File: src/rtl/wb_mac_master.sv
// Wishbone classic initiator for the MAC/DAC peripheral. Each operand command
// becomes single-beat phases: write A, write B, accumulate-read and, on the last
// command, the two-word P readout. Every phase is followed by one idle bus cycle
// so that the peripheral's registered ACK can never re-trigger an accumulate.
module wb_mac_master #(
  parameter logic [31:0] BASE_ADDR = 32'h0000_0000,
  parameter int unsigned TIMEOUT   = 16
) (
  input  logic        wb_clk_i,
  input  logic        wb_rst_n_i,
  input  logic        cmd_valid,
  output logic        cmd_ready,
  input  logic [24:0] cmd_a,
  input  logic [15:0] cmd_b,
  input  logic        cmd_last,
  output logic        res_valid,
  input  logic        res_ready,
  output logic [47:0] res_data,
  output logic        res_err,
  output logic        busy,
  output logic        wbm_cyc_o,
  output logic        wbm_stb_o,
  output logic        wbm_we_o,
  output logic [31:0] wbm_adr_o,
  output logic [31:0] wbm_dat_o,
  output logic        wbm_sel_o,
  input  logic [31:0] wbm_dat_i,
  input  logic        wbm_ack_i
);

  localparam logic [31:0] OffA   = 32'h0;
  localparam logic [31:0] OffB   = 32'h4;
  localparam logic [31:0] OffPLo = 32'h8;
  localparam logic [31:0] OffPHi = 32'hC;
  localparam logic [31:0] OffAcc = 32'h10;
  localparam logic [7:0]  TimeoutCnt = 8'(TIMEOUT);

  typedef enum logic [2:0] {
    StIdle,
    StWrA,
    StWrB,
    StAcc,
    StRdLo,
    StRdHi,
    StResp
  } state_e;

  state_e      state_q, state_d;
  logic [24:0] a_q, a_d;
  logic [15:0] b_q, b_d;
  logic        last_q, last_d;
  logic        err_q, err_d;
  logic [31:0] p_lo_q, p_lo_d;
  logic [7:0]  tcnt_q, tcnt_d;
  logic        cyc_q, cyc_d;
  logic        stb_q, stb_d;
  logic        we_q, we_d;
  logic [31:0] adr_q, adr_d;
  logic [31:0] dat_q, dat_d;
  logic        res_valid_q, res_valid_d;
  logic        res_err_q, res_err_d;
  logic [47:0] res_data_q, res_data_d;

  logic [31:0] ph_adr;
  logic        ph_we;
  logic [31:0] ph_dat;
  logic [7:0]  tcnt_inc;

  assign tcnt_inc = tcnt_q + 8'd1;

  // Bus fields for the phase owned by the current state (used after its gap).
  always_comb begin
    ph_adr = BASE_ADDR;
    ph_we  = 1'b0;
    ph_dat = 32'h0;
    unique case (state_q)
      StWrA: begin
        ph_adr = BASE_ADDR + OffA;
        ph_we  = 1'b1;
        ph_dat = {7'b0, a_q};
      end
      StWrB: begin
        ph_adr = BASE_ADDR + OffB;
        ph_we  = 1'b1;
        ph_dat = {16'b0, b_q};
      end
      StAcc:  ph_adr = BASE_ADDR + OffAcc;
      StRdLo: ph_adr = BASE_ADDR + OffPLo;
      StRdHi: ph_adr = BASE_ADDR + OffPHi;
      default: ;
    endcase
  end

  // Next-state logic: sequencing, bus handshake, timeout and result capture.
  always_comb begin
    state_d     = state_q;
    a_d         = a_q;
    b_d         = b_q;
    last_d      = last_q;
    err_d       = err_q;
    p_lo_d      = p_lo_q;
    tcnt_d      = tcnt_q;
    cyc_d       = cyc_q;
    stb_d       = stb_q;
    we_d        = we_q;
    adr_d       = adr_q;
    dat_d       = dat_q;
    res_valid_d = res_valid_q;
    res_err_d   = res_err_q;
    res_data_d  = res_data_q;

    unique case (state_q)
      StIdle: begin
        if (cmd_valid && cmd_ready) begin
          a_d     = cmd_a;
          b_d     = cmd_b;
          last_d  = cmd_last;
          tcnt_d  = 8'd0;
          // Launch the A write straight from the command to save a cycle.
          state_d = StWrA;
          cyc_d   = 1'b1;
          stb_d   = 1'b1;
          we_d    = 1'b1;
          adr_d   = BASE_ADDR + OffA;
          dat_d   = {7'b0, cmd_a};
        end
      end

      StWrA, StWrB, StAcc, StRdLo, StRdHi: begin
        if (!stb_q) begin
          // Gap cycle just elapsed: start this state's phase.
          cyc_d = 1'b1;
          stb_d = 1'b1;
          we_d  = ph_we;
          adr_d = ph_adr;
          dat_d = ph_dat;
        end else if (wbm_ack_i) begin
          cyc_d  = 1'b0;
          stb_d  = 1'b0;
          tcnt_d = 8'd0;
          unique case (state_q)
            StWrA: state_d = StWrB;
            StWrB: state_d = StAcc;
            StAcc: begin
              if (wbm_dat_i[24:0] != a_q) err_d = 1'b1;
              state_d = last_q ? StRdLo : StIdle;
            end
            StRdLo: begin
              p_lo_d  = wbm_dat_i;
              state_d = StRdHi;
            end
            default: begin
              // RD_HI: the result cycle doubles as the mandatory gap.
              state_d     = StResp;
              res_valid_d = 1'b1;
              res_err_d   = err_q;
              res_data_d  = err_q ? 48'h0 : {wbm_dat_i[15:0], p_lo_q};
            end
          endcase
        end else if (tcnt_inc == TimeoutCnt) begin
          cyc_d       = 1'b0;
          stb_d       = 1'b0;
          tcnt_d      = 8'd0;
          state_d     = StResp;
          res_valid_d = 1'b1;
          res_err_d   = 1'b1;
          res_data_d  = 48'h0;
        end else begin
          tcnt_d = tcnt_inc;
        end
      end

      StResp: begin
        if (res_ready) begin
          res_valid_d = 1'b0;
          res_err_d   = 1'b0;
          res_data_d  = 48'h0;
          err_d       = 1'b0;
          state_d     = StIdle;
        end
      end

      default: state_d = StIdle;
    endcase
  end

  // State and registered outputs; reset drops the bus immediately.
  always_ff @(posedge wb_clk_i or negedge wb_rst_n_i) begin
    if (!wb_rst_n_i) begin
      state_q     <= StIdle;
      a_q         <= 25'h0;
      b_q         <= 16'h0;
      last_q      <= 1'b0;
      err_q       <= 1'b0;
      p_lo_q      <= 32'h0;
      tcnt_q      <= 8'd0;
      cyc_q       <= 1'b0;
      stb_q       <= 1'b0;
      we_q        <= 1'b0;
      adr_q       <= 32'h0;
      dat_q       <= 32'h0;
      res_valid_q <= 1'b0;
      res_err_q   <= 1'b0;
      res_data_q  <= 48'h0;
    end else begin
      state_q     <= state_d;
      a_q         <= a_d;
      b_q         <= b_d;
      last_q      <= last_d;
      err_q       <= err_d;
      p_lo_q      <= p_lo_d;
      tcnt_q      <= tcnt_d;
      cyc_q       <= cyc_d;
      stb_q       <= stb_d;
      we_q        <= we_d;
      adr_q       <= adr_d;
      dat_q       <= dat_d;
      res_valid_q <= res_valid_d;
      res_err_q   <= res_err_d;
      res_data_q  <= res_data_d;
    end
  end

  assign cmd_ready = (state_q == StIdle) && !res_valid_q;
  assign busy      = (state_q != StIdle);
  assign res_valid = res_valid_q;
  assign res_err   = res_err_q;
  assign res_data  = res_data_q;
  assign wbm_cyc_o = cyc_q;
  assign wbm_stb_o = stb_q;
  assign wbm_we_o  = we_q;
  assign wbm_adr_o = adr_q;
  assign wbm_dat_o = dat_q;
  assign wbm_sel_o = 1'b1;

endmodule

File: config.mk
export PLATFORM = sky130hd
export DESIGN_NAME = wb_mac_master
export DESIGN_NICKNAME = d
export VERILOG_FILES = /design/src/rtl/wb_mac_master.sv
export SDC_FILE = /design/constraint.sdc
export NUM_CORES = 1
export LEC_CHECK = 0
export ABC_CLOCK_PERIOD_IN_PS = 3160
export CAP_MARGIN = 20
export CORE_MARGIN = 5
export CORE_UTILIZATION = 45
export DETAILED_ROUTE_END_ITERATION = 6
export PLACE_DENSITY = 0.8
export SYNTH_ARGS = -nofsm -noshare
export SYNTH_HDL_FRONTEND = slang
export SYNTH_SLANG_ARGS = --single-unit
File: constraint.sdc
create_clock -name wb_clk_i -period 3.16 [get_ports wb_clk_i]
set_clock_uncertainty 0.1 [all_clocks]
set_input_delay 0.474 -clock wb_clk_i [delete_from_list [all_inputs] [get_ports wb_clk_i]]
set_output_delay 0.474 -clock wb_clk_i [all_outputs]
set_load 0.01 [all_outputs]
# Word level (Yosys, flattened, before mapping)

Index checks and enable logic that the tools add are counted.

Add/subtract/negate cells: 1
Equality and inequality tests: 18
Multiplexer cells: 55
Reductions and logical operators: 19

Operator list:

| kind                                                            | count |
|---|---|
| 48-bit two-way mux                                              | 6 |
| 32-bit two-way mux                                              | 4 |
| 32-bit case mux with 2 select lines                             | 2 |
| 48-bit case mux with 2 select lines                             | 1 |
| 25-bit case mux with 2 select lines                             | 1 |
| 8-bit two-way mux                                               | 4 |
| 25-bit inequality test                                          | 1 |
| 1-bit two-way mux                                               | 21 |
| 5-bit case mux with 4 select lines                              | 1 |
| 3-bit two-way mux                                               | 6 |
| 8-bit case mux with 2 select lines                              | 1 |
| 2-bit inequality test, second input constant                    | 7 |
| 1-bit case mux with 2 select lines                              | 6 |
| 3-bit case mux with 4 select lines                              | 1 |
| 3-bit == test, second input constant                            | 3 |
| 3-bit case mux with 3 select lines                              | 1 |
| 3-bit AND reduction                                             | 3 |
| 8-bit by 1-bit adder with 8-bit output, second input constant   | 1 |
| 8-bit by 5-bit == test with 1-bit output, second input constant | 1 |
| 4-bit AND reduction                                             | 2 |
| 3-bit by 2-bit == test with 1-bit output, second input constant | 2 |
| 3-bit inequality test, second input constant                    | 2 |
| 6-bit AND reduction                                             | 1 |
| 5-bit AND reduction                                             | 1 |
| 11 further kinds                                                | 14 |

Register bits: 203
Input bits: 79
Logic and storage cells: 108

# Logic depth before layout (Yosys ltp)

Gate-level depths: netlist (run 1).

Word-level depth: 6
Depth in mapped cells: 9

# Least setup slack after synthesis (run 1)

Ideal clock, no wire load.

Path kind: reg2reg
Start point: register tcnt_q[0]
End point: register res_err_q (netlist: res_err)
Library setup time: 0.125 ns
Arrival time: 2.132 ns
Required time: 2.935 ns
Setup slack: 0.803 ns
Cell stages (with the launch flop): 9
Buffers on the path: 2
Period minus slack after synthesis: 2.357 ns
Cells stage by stage: dfrtp_1 > and3_4 > a211o_1 > a2111oi_4 > a21oi_1 > or2_1 > clkbuf_2 > buf_6 > mux2_4

Word-level cells in the longest chain between the ends: 4

RTL lines:

| item                                     | RTL line | text |
|---|---|---|
| from (decl)                              | 54       | `logic [7:0] tcnt_q, tcnt_d;` |
| from (signal assigned)                   | 212      | `tcnt_q <= tcnt_d;` |
| 8-bit by 1-bit adder with 8-bit output   | 69       | `assign tcnt_inc = tcnt_q + 8'd1;` |
| 8-bit by 5-bit == test with 1-bit output | 160      | `end else if (tcnt_inc == TimeoutCnt) begin` |
| 3-bit inequality test (no source line)   | n/a      |  |
| 5-bit AND reduction (no source line)     | n/a      |  |
| to (signal assigned)                     | 219      | `res_err_q <= res_err_d;` |
| to (decl)                                | 61       | `logic res_err_q, res_err_d;` |

No other way between the ends.
A chain may end at the register's enable or synchronous reset.

# Final worst setup path (run 1)

Start point: register state_q[2]
End point: output cmd_ready

Word-level cells in the longest chain between the ends: 2

RTL lines:

| item                   | RTL line | text |
|---|---|---|
| from (decl)            | 48       | `state_e state_q, state_d;` |
| from (signal assigned) | 190      | `state_q <= StIdle;` |
| from (signal assigned) | 206      | `state_q <= state_d;` |
| 3-bit zero test        | 224      | `assign cmd_ready = (state_q == StIdle) && !res_valid_q;` |
| 1-bit logical AND      | 224      |  |
| to (decl)              | 12       | `output logic cmd_ready,` |

No other way between the ends.

==> results.tsv, run 1 <==
metric	value	unit
sequential area share after synthesis	54.93	%
top-area cell type share of the netlist area	54.93	%
post-synthesis share of cell area spent on and, or, nand and nor gates	7.959	%
Cell Area, Synth	7609	um^2
Post-DP HPWL	13800	um
status	completed	
clk slew on worst S/H paths	0.06	ns
Post-Synth XOR/XNOR Area	3.108	%
worst reg2reg setup slack	0.33	ns
Reg2Reg Depth	8	
vias in the first global route	5479	
FMAX	332.2	MHz
first drt pass iteration count	4	
initial antenna violation count	3	
core box area	16580	um^2
# clock sinks	167	
post-synthesis compound-gate area fraction	14.04	%
Max-slew headroom	37.56	%
Global Route Usage Sum	19.88	%
area grow syn2layout	30.60	%
IO Port Bufs	161	
post-synth top area cell	dfrtp_1	
CP required	2.59	ns
Max Slew Vio Count	0	
total gr overflow	0	
Seq cells post-synth	167	
post-synthesis adder-cell area fraction	0.3289	%
Peak VDD IR	0.5094	mV
crit end category	primary output	
Mapped Cells	668	
Clock Path Buffers	2	
main combinational cell family by area after synthesis	compound AO/OA/AOI/OAI gates	
Max Cap Viol	0	
Hold Crit Class	flip-flop to flip-flop	
largest net degree at the start of global routing	64	
FFs w/ async S/R, synth	100.0	%
# resized after CTS	0	
crit path max fanout	14	
Yosys warnings	0	
Hold EP	wbm_dat_o[3]	
number of buffers created by CTS	17	
R2R Path End	res_data[9]	
Leakage Power	0.004473	uW
Layout Nets	903	
part of the cycle the worst path needs	95.25	%
Die Footprint	19610	um^2
clk_lat worst skew	0.42	ns
initial cell density of the core	45.88	%
Vias	5541	
post-synthesis mux area share	13.40	%
Avg Vias per Cell	5.252	
final hold vios	0	
die width	140.0	um
crit path DAT	2.44	ns
drt total wl	19640	um
first-pass GRT wire length	30940	um
Most used DFF post-synth	dfrtp_1	
row count	47	
R2R Path Start	state_q[2]	
Ports	199	
CP Launch Type	flip-flop	
TritonCTS clock tree	built	
synthesized area per cell	11.39	um^2
RSZ-0062 raised after global routing	no	
drt drc	0	
Ant. Diodes	0	
worst slew pin tran	0.9366	ns
min-delay src	wbm_dat_o[3]	
placed insts	1022	
remaining antenna violation count	0	
global placer's final weighted congestion	0.8407	
H-tree Lvls	4	
Finished Layout Cells	1055	
Crit Path Class	flip-flop to primary output	
setup tns final	0	ns
Pwr Density	999.0	nW/um^2
Hold Crit Depth	2	
DR iter-0 viols	308	
minimum clock period	3.010	ns
Distinct cells, synth	46	
fill count	1342	
Die Ht	140.0	um
wire per inst	18.61	um
clock root buffer master	clkbuf_16	
share of post-route cells with drive strength above 1	15.57	%
Synth area leaders	dfrtp_1 (55%), mux2_2 (11%), a22o_1 (5.5%)	
final setup violation count	0	
EDFF count, synth	0	
cells in the mapped netlist (2+ instances only):
cell type and number:
nand2b_1 5, nand4_1 5, o22ai_1 2, nor4_1 4
and2_1 2, nor2b_1 4, xor2_1 16, o41ai_1 2
clkbuf_1 26, nor3_1 3, or3_1 2, buf_4 37
ha_1 2, nor2_1 51, conb_1 2, nand3_1 6
mux2_2 75, a22oi_1 10, a22o_1 48, buf_2 9
xnor2_1 11, nand2_1 47, mux2i_1 16, inv_1 4
dfrtp_1 167, a21oi_1 47, buf_1 4, o21ai_0 43
registers in the layout (all words and copies together), names as in the netlist, 3 cells and up:
register,count
b_q,16
state_q,3
a_q,25
wbm_adr_o,3
res_data,48
wbm_dat_o,25
p_lo_q,32
tcnt_q,8
area by class of cell:
type                       instances  area, um^2  area share (%)
inverter                           4       15.01          0.1511
clock buffer                      22       474.2           4.772
multi-input combinational        454        3107           31.26
tap                              220       275.3           2.770
sequential                       167        4179           42.05
timing repair buffer             178        1768           17.79
clock inverter                    10       118.9           1.196
worst max-delay path, cell delays in order, from the launching register on:
cell and delay [ns]:
dfrtp_1 0.54, nor3_1 0.40, inv_1 0.22, nor2_1 0.27, clkdlybuf4s50_1 0.59
kinds of logic after synthesis:
| logic type | count (synthesis) |
|---|---|
| multiplexers | 92 |
| AO/OA/AOI/OAI | 161 |
| AND/OR/NAND/NOR | 135 |
| XOR/XNOR | 27 |
| flip-flops | 167 |
| adder cells (fa/ha/maj) | 2 |
| buffers and inverters | 82 |
| other | 2 |
metal layers:
layer | vias up | GRT usage (%) | part of all wire (%)
li1 | 2593 | - | -
met4 | 6 | 5.558 | 1.6
met2 | 193 | 31.10 | 47
met3 | 25 | 5.726 | 6.6
met5 | - | 0 | 0.19
met1 | 2724 | 27.25 | 44
worst max-delay path by stage:
stage / slack (ns) / end / from / cells after the start
2_1_floorplan: 0.80 / res_err / tcnt_q[0] / 8
3_3_place_gp: 0.39 / res_data[43] / wbm_ack_i / 8
3_5_place_dp: 0.27 / res_data[37] / wbm_ack_i / 8
4_1_cts: 0.22 / cmd_ready / state_q[2] / 4
5_1_grt: 0.1 / cmd_ready / state_q[2] / 4
6_report: 0.15 / cmd_ready / state_q[2] / 4
timing repair:
| item | CTS | global route |
|---|---|---|
| buffers inserted | 0 | 0 |
| endpoints found under the hold margin | 60 | 0 |
| hold buffers | 1 | 0 |
cell usage in the layout, fill, tap and decap left out, drive strengths merged, types with 6 or more instances in the layout:
| master | Yosys | layout |
|---|---|---|
| nor2 | 51 | 51 |
| buf | 51 | 17 |
| nand2 | 47 | 47 |
| mux2 | 76 | 76 |
| o21ai | 43 | 43 |
| clkdlybuf4s50 | 0 | 160 |
| inv | 4 | 6 |
| xnor2 | 11 | 11 |
| a22o | 48 | 48 |
| conb | 2 | 37 |
| xor2 | 16 | 16 |
| clkbuf | 27 | 22 |
| dfrtp | 167 | 167 |
| mux2i | 16 | 16 |
| a21oi | 47 | 47 |
| nand3 | 6 | 6 |
| a22oi | 10 | 10 |
power by group:
| group | internal (uW) | switching (uW) | leakage, uW |
|---|---|---|---|
| clock | 1230 | 855 | 0.000283 |
| combinational | 2120 | 1910 | 0.00203 |
| sequential | 3130 | 687 | 0.00216 |
metrics by stage:
step | hold slack, ns | worst slack [ns] | util, % | total power (uW) | instance area (um^2)
after floorplan | 0.07841 | 0.8033 | - | 6053 | 7740
after global placement | 0.3622 | 0.3872 | 56.28 | 7741 | 9334
after detailed placement | 0.3706 | 0.2658 | 56.28 | 7877 | 9334
after CTS | 0.3850 | 0.2206 | 59.92 | 10000 | 9937
after global routing | 0.3987 | 0.09813 | 59.92 | 10540 | 9937
final | 0.3801 | 0.1501 | 59.92 | 9927 | 9937
Power figures use the tool's default switching activity.
==> run 2: changes to the inputs <==
ABC_CLOCK_PERIOD_IN_PS = 3000   (was 3160)
clock period = 3 ns   (was 3.16 ns; I/O delays follow)
==> run 2 against run 1 <==
Compared with the run above:
- via count increased by 1.2%
- final area increased by 0.14%
- largest cell class unchanged
- clock power increased by 11%
- count of clock-buffer cells in the layout decreased by 4
- power increased by 6.5%
- utilization increased by 0.083 points
- die area unchanged
- combinational power increased by 5%
- critical path depth increased by 4
- highest routed layer unchanged
- setup slack improved by 0.096 ns
- global-route usage increased by 0.31 points
==> results.tsv, run 2 (same netlist as run 1, synthesis figures left out) <==
metric	value	unit
status	completed	
Pwr Density	1062	nW/um^2
CTS Hold Bufs	1	
clk slew on worst S/H paths	0.07	ns
remaining antenna violation count	0	
clk_lat worst skew	0.42	ns
Avg Vias per Cell	5.321	
Post-DP HPWL	13710	um
area grow syn2layout	30.78	%
first-pass GRT wire length	31300	um
crit end category	flip-flop	
vias in the first global route	5660	
Max-slew headroom	35.11	%
final hold vios	0	
CP required	3.22	ns
crit path DAT	2.97	ns
commonest non-fill, non-tap cell in the layout	dfrtp_1	
worst slew pin tran	0.9734	ns
Die Footprint	19610	um^2
wire per inst	18.69	um
Hold EP	wbm_adr_o[3]	
Finished Layout Cells	1054	
minimum clock period	2.754	ns
IO Port Bufs	161	
RSZ-0062 raised after global routing	no	
FMAX	363.1	MHz
Crit. Startpoint	tcnt_q[0]	
final setup violation count	0	
Hold Crit Depth	2	
Reg2Reg Depth	8	
TritonCTS clock tree	built	
cell area after placement	9314	um^2
placed insts	1021	
crit path max fanout	48	
number of buffers created by CTS	17	
# clock sinks	167	
Layout Nets	902	
setup tns final	0	ns
Final Util	60.00	%
Leakage Power	0.004483	uW
initial antenna violation count	1	
Crit Path Class	flip-flop to flip-flop	
R2R Path Start	tcnt_q[0]	
Vias	5608	
DR iter-0 viols	412	
clock root buffer master	clkbuf_16	
post-CTS setup buffer count	0	
global placer's final weighted congestion	0.8557	
Ant. Diodes	0	
row count	47	
R2R Path End	res_data[8]	
CP Launch Type	flip-flop	
first drt pass iteration count	4	
Largest register FFs	48	
largest net degree at the start of global routing	80	
# resized after CTS	0	
Clock Path Buffers	2	
total gr overflow	0	
Global Route Usage Sum	20.19	%
drt total wl	19700	um
Ports	199	
Peak VDD IR	0.4758	mV
most frequent cells in the layout	dfrtp_1 (167), clkdlybuf4s50_1 (160), mux2_2 (75)	
core box area	16580	um^2
Hold Crit Class	flip-flop to flip-flop	
share of post-route cells with drive strength above 1	15.59	%
Max Cap Viol	0	
worst reg2reg setup slack	0.25	ns
Die Ht	140.0	um
Max Slew Vio Count	0	
part of the cycle the worst path needs	91.81	%
die width	140.0	um
drt drc	0	
Final Instance Area	9951	um^2
H-tree Lvls	4	
min-delay src	wbm_adr_o[3]	
initial cell density of the core	45.88	%
Hold WS	0.3806	ns
==> run 2: changes by cell type in the layout (fill, tap and decap cells not counted), sizes merged <==
cell | previous run | this run
buf | 17 | 16
clkinv | 3 | 5
inv | 6 | 7
clkbuf | 22 | 18
clkinvlp | 3 | 2
bufinv | 2 | 4
==> run 2: layer usage <==
metal	share of wire, %	GRT usage [%]	routed length [um]	vias to the layer above
met5	0.056	0	11	-
met4	1.9	6.272	381	2
met3	7.9	6.339	1549	26
met2	46	31.22	9130	209
met1	44	27.42	8625	2775
li1	-	-	-	2596
==> run 2: power by group <==
part	leakage (uW)	total, uW	switching (uW)	internal, uW
Sequential	0.00216	4030	730	3300
Combinational	0.00202	4210	2000	2210
Clock	0.000301	2330	926	1400
==> run 2: worst max-delay path by stage <==
stage                     depth (start not counted)  slack [ns]            to
after floorplan                                   8        0.64       res_err
after global placement                            8        0.24  res_data[39]
after global routing                              8        0.09  res_data[41]
final                                             8        0.25   res_data[8]
after detailed placement                          8        0.16  res_data[28]
after CTS                                         4        0.28     cmd_ready
==> run 2: metrics by stage <==
step                      setup slack (ns)  total power (uW)
after floorplan                     0.6433              6376
after global placement              0.2409              8136
after detailed placement            0.1579              8271
after CTS                           0.2782             10650
after global routing               0.09133             11230
final                               0.2458             10570
==> run 2: cell type report <==
type / count / area, um^2
Timing Repair Buffer: 177 / 1748
Clock buffer: 18 / 429.2
Inverter: 4 / 15.01
Fill cell: 1340 / 6633
Sequential cell: 167 / 4179
Multi-Input combinational cell: 454 / 3107
Clock inverter: 14 / 197.7
Tap cell: 220 / 275.3
==> run 2: critical path: stages, from the launching register on <==
cell	delay (ns)
dfrtp_1	0.46
ha_1	0.26
nand3_1	0.23
xor2_1	0.23
a2111oi_4	0.31
a21oi_1	0.12
or2_2	0.33
buf_4	0.29
a22o_1	0.27
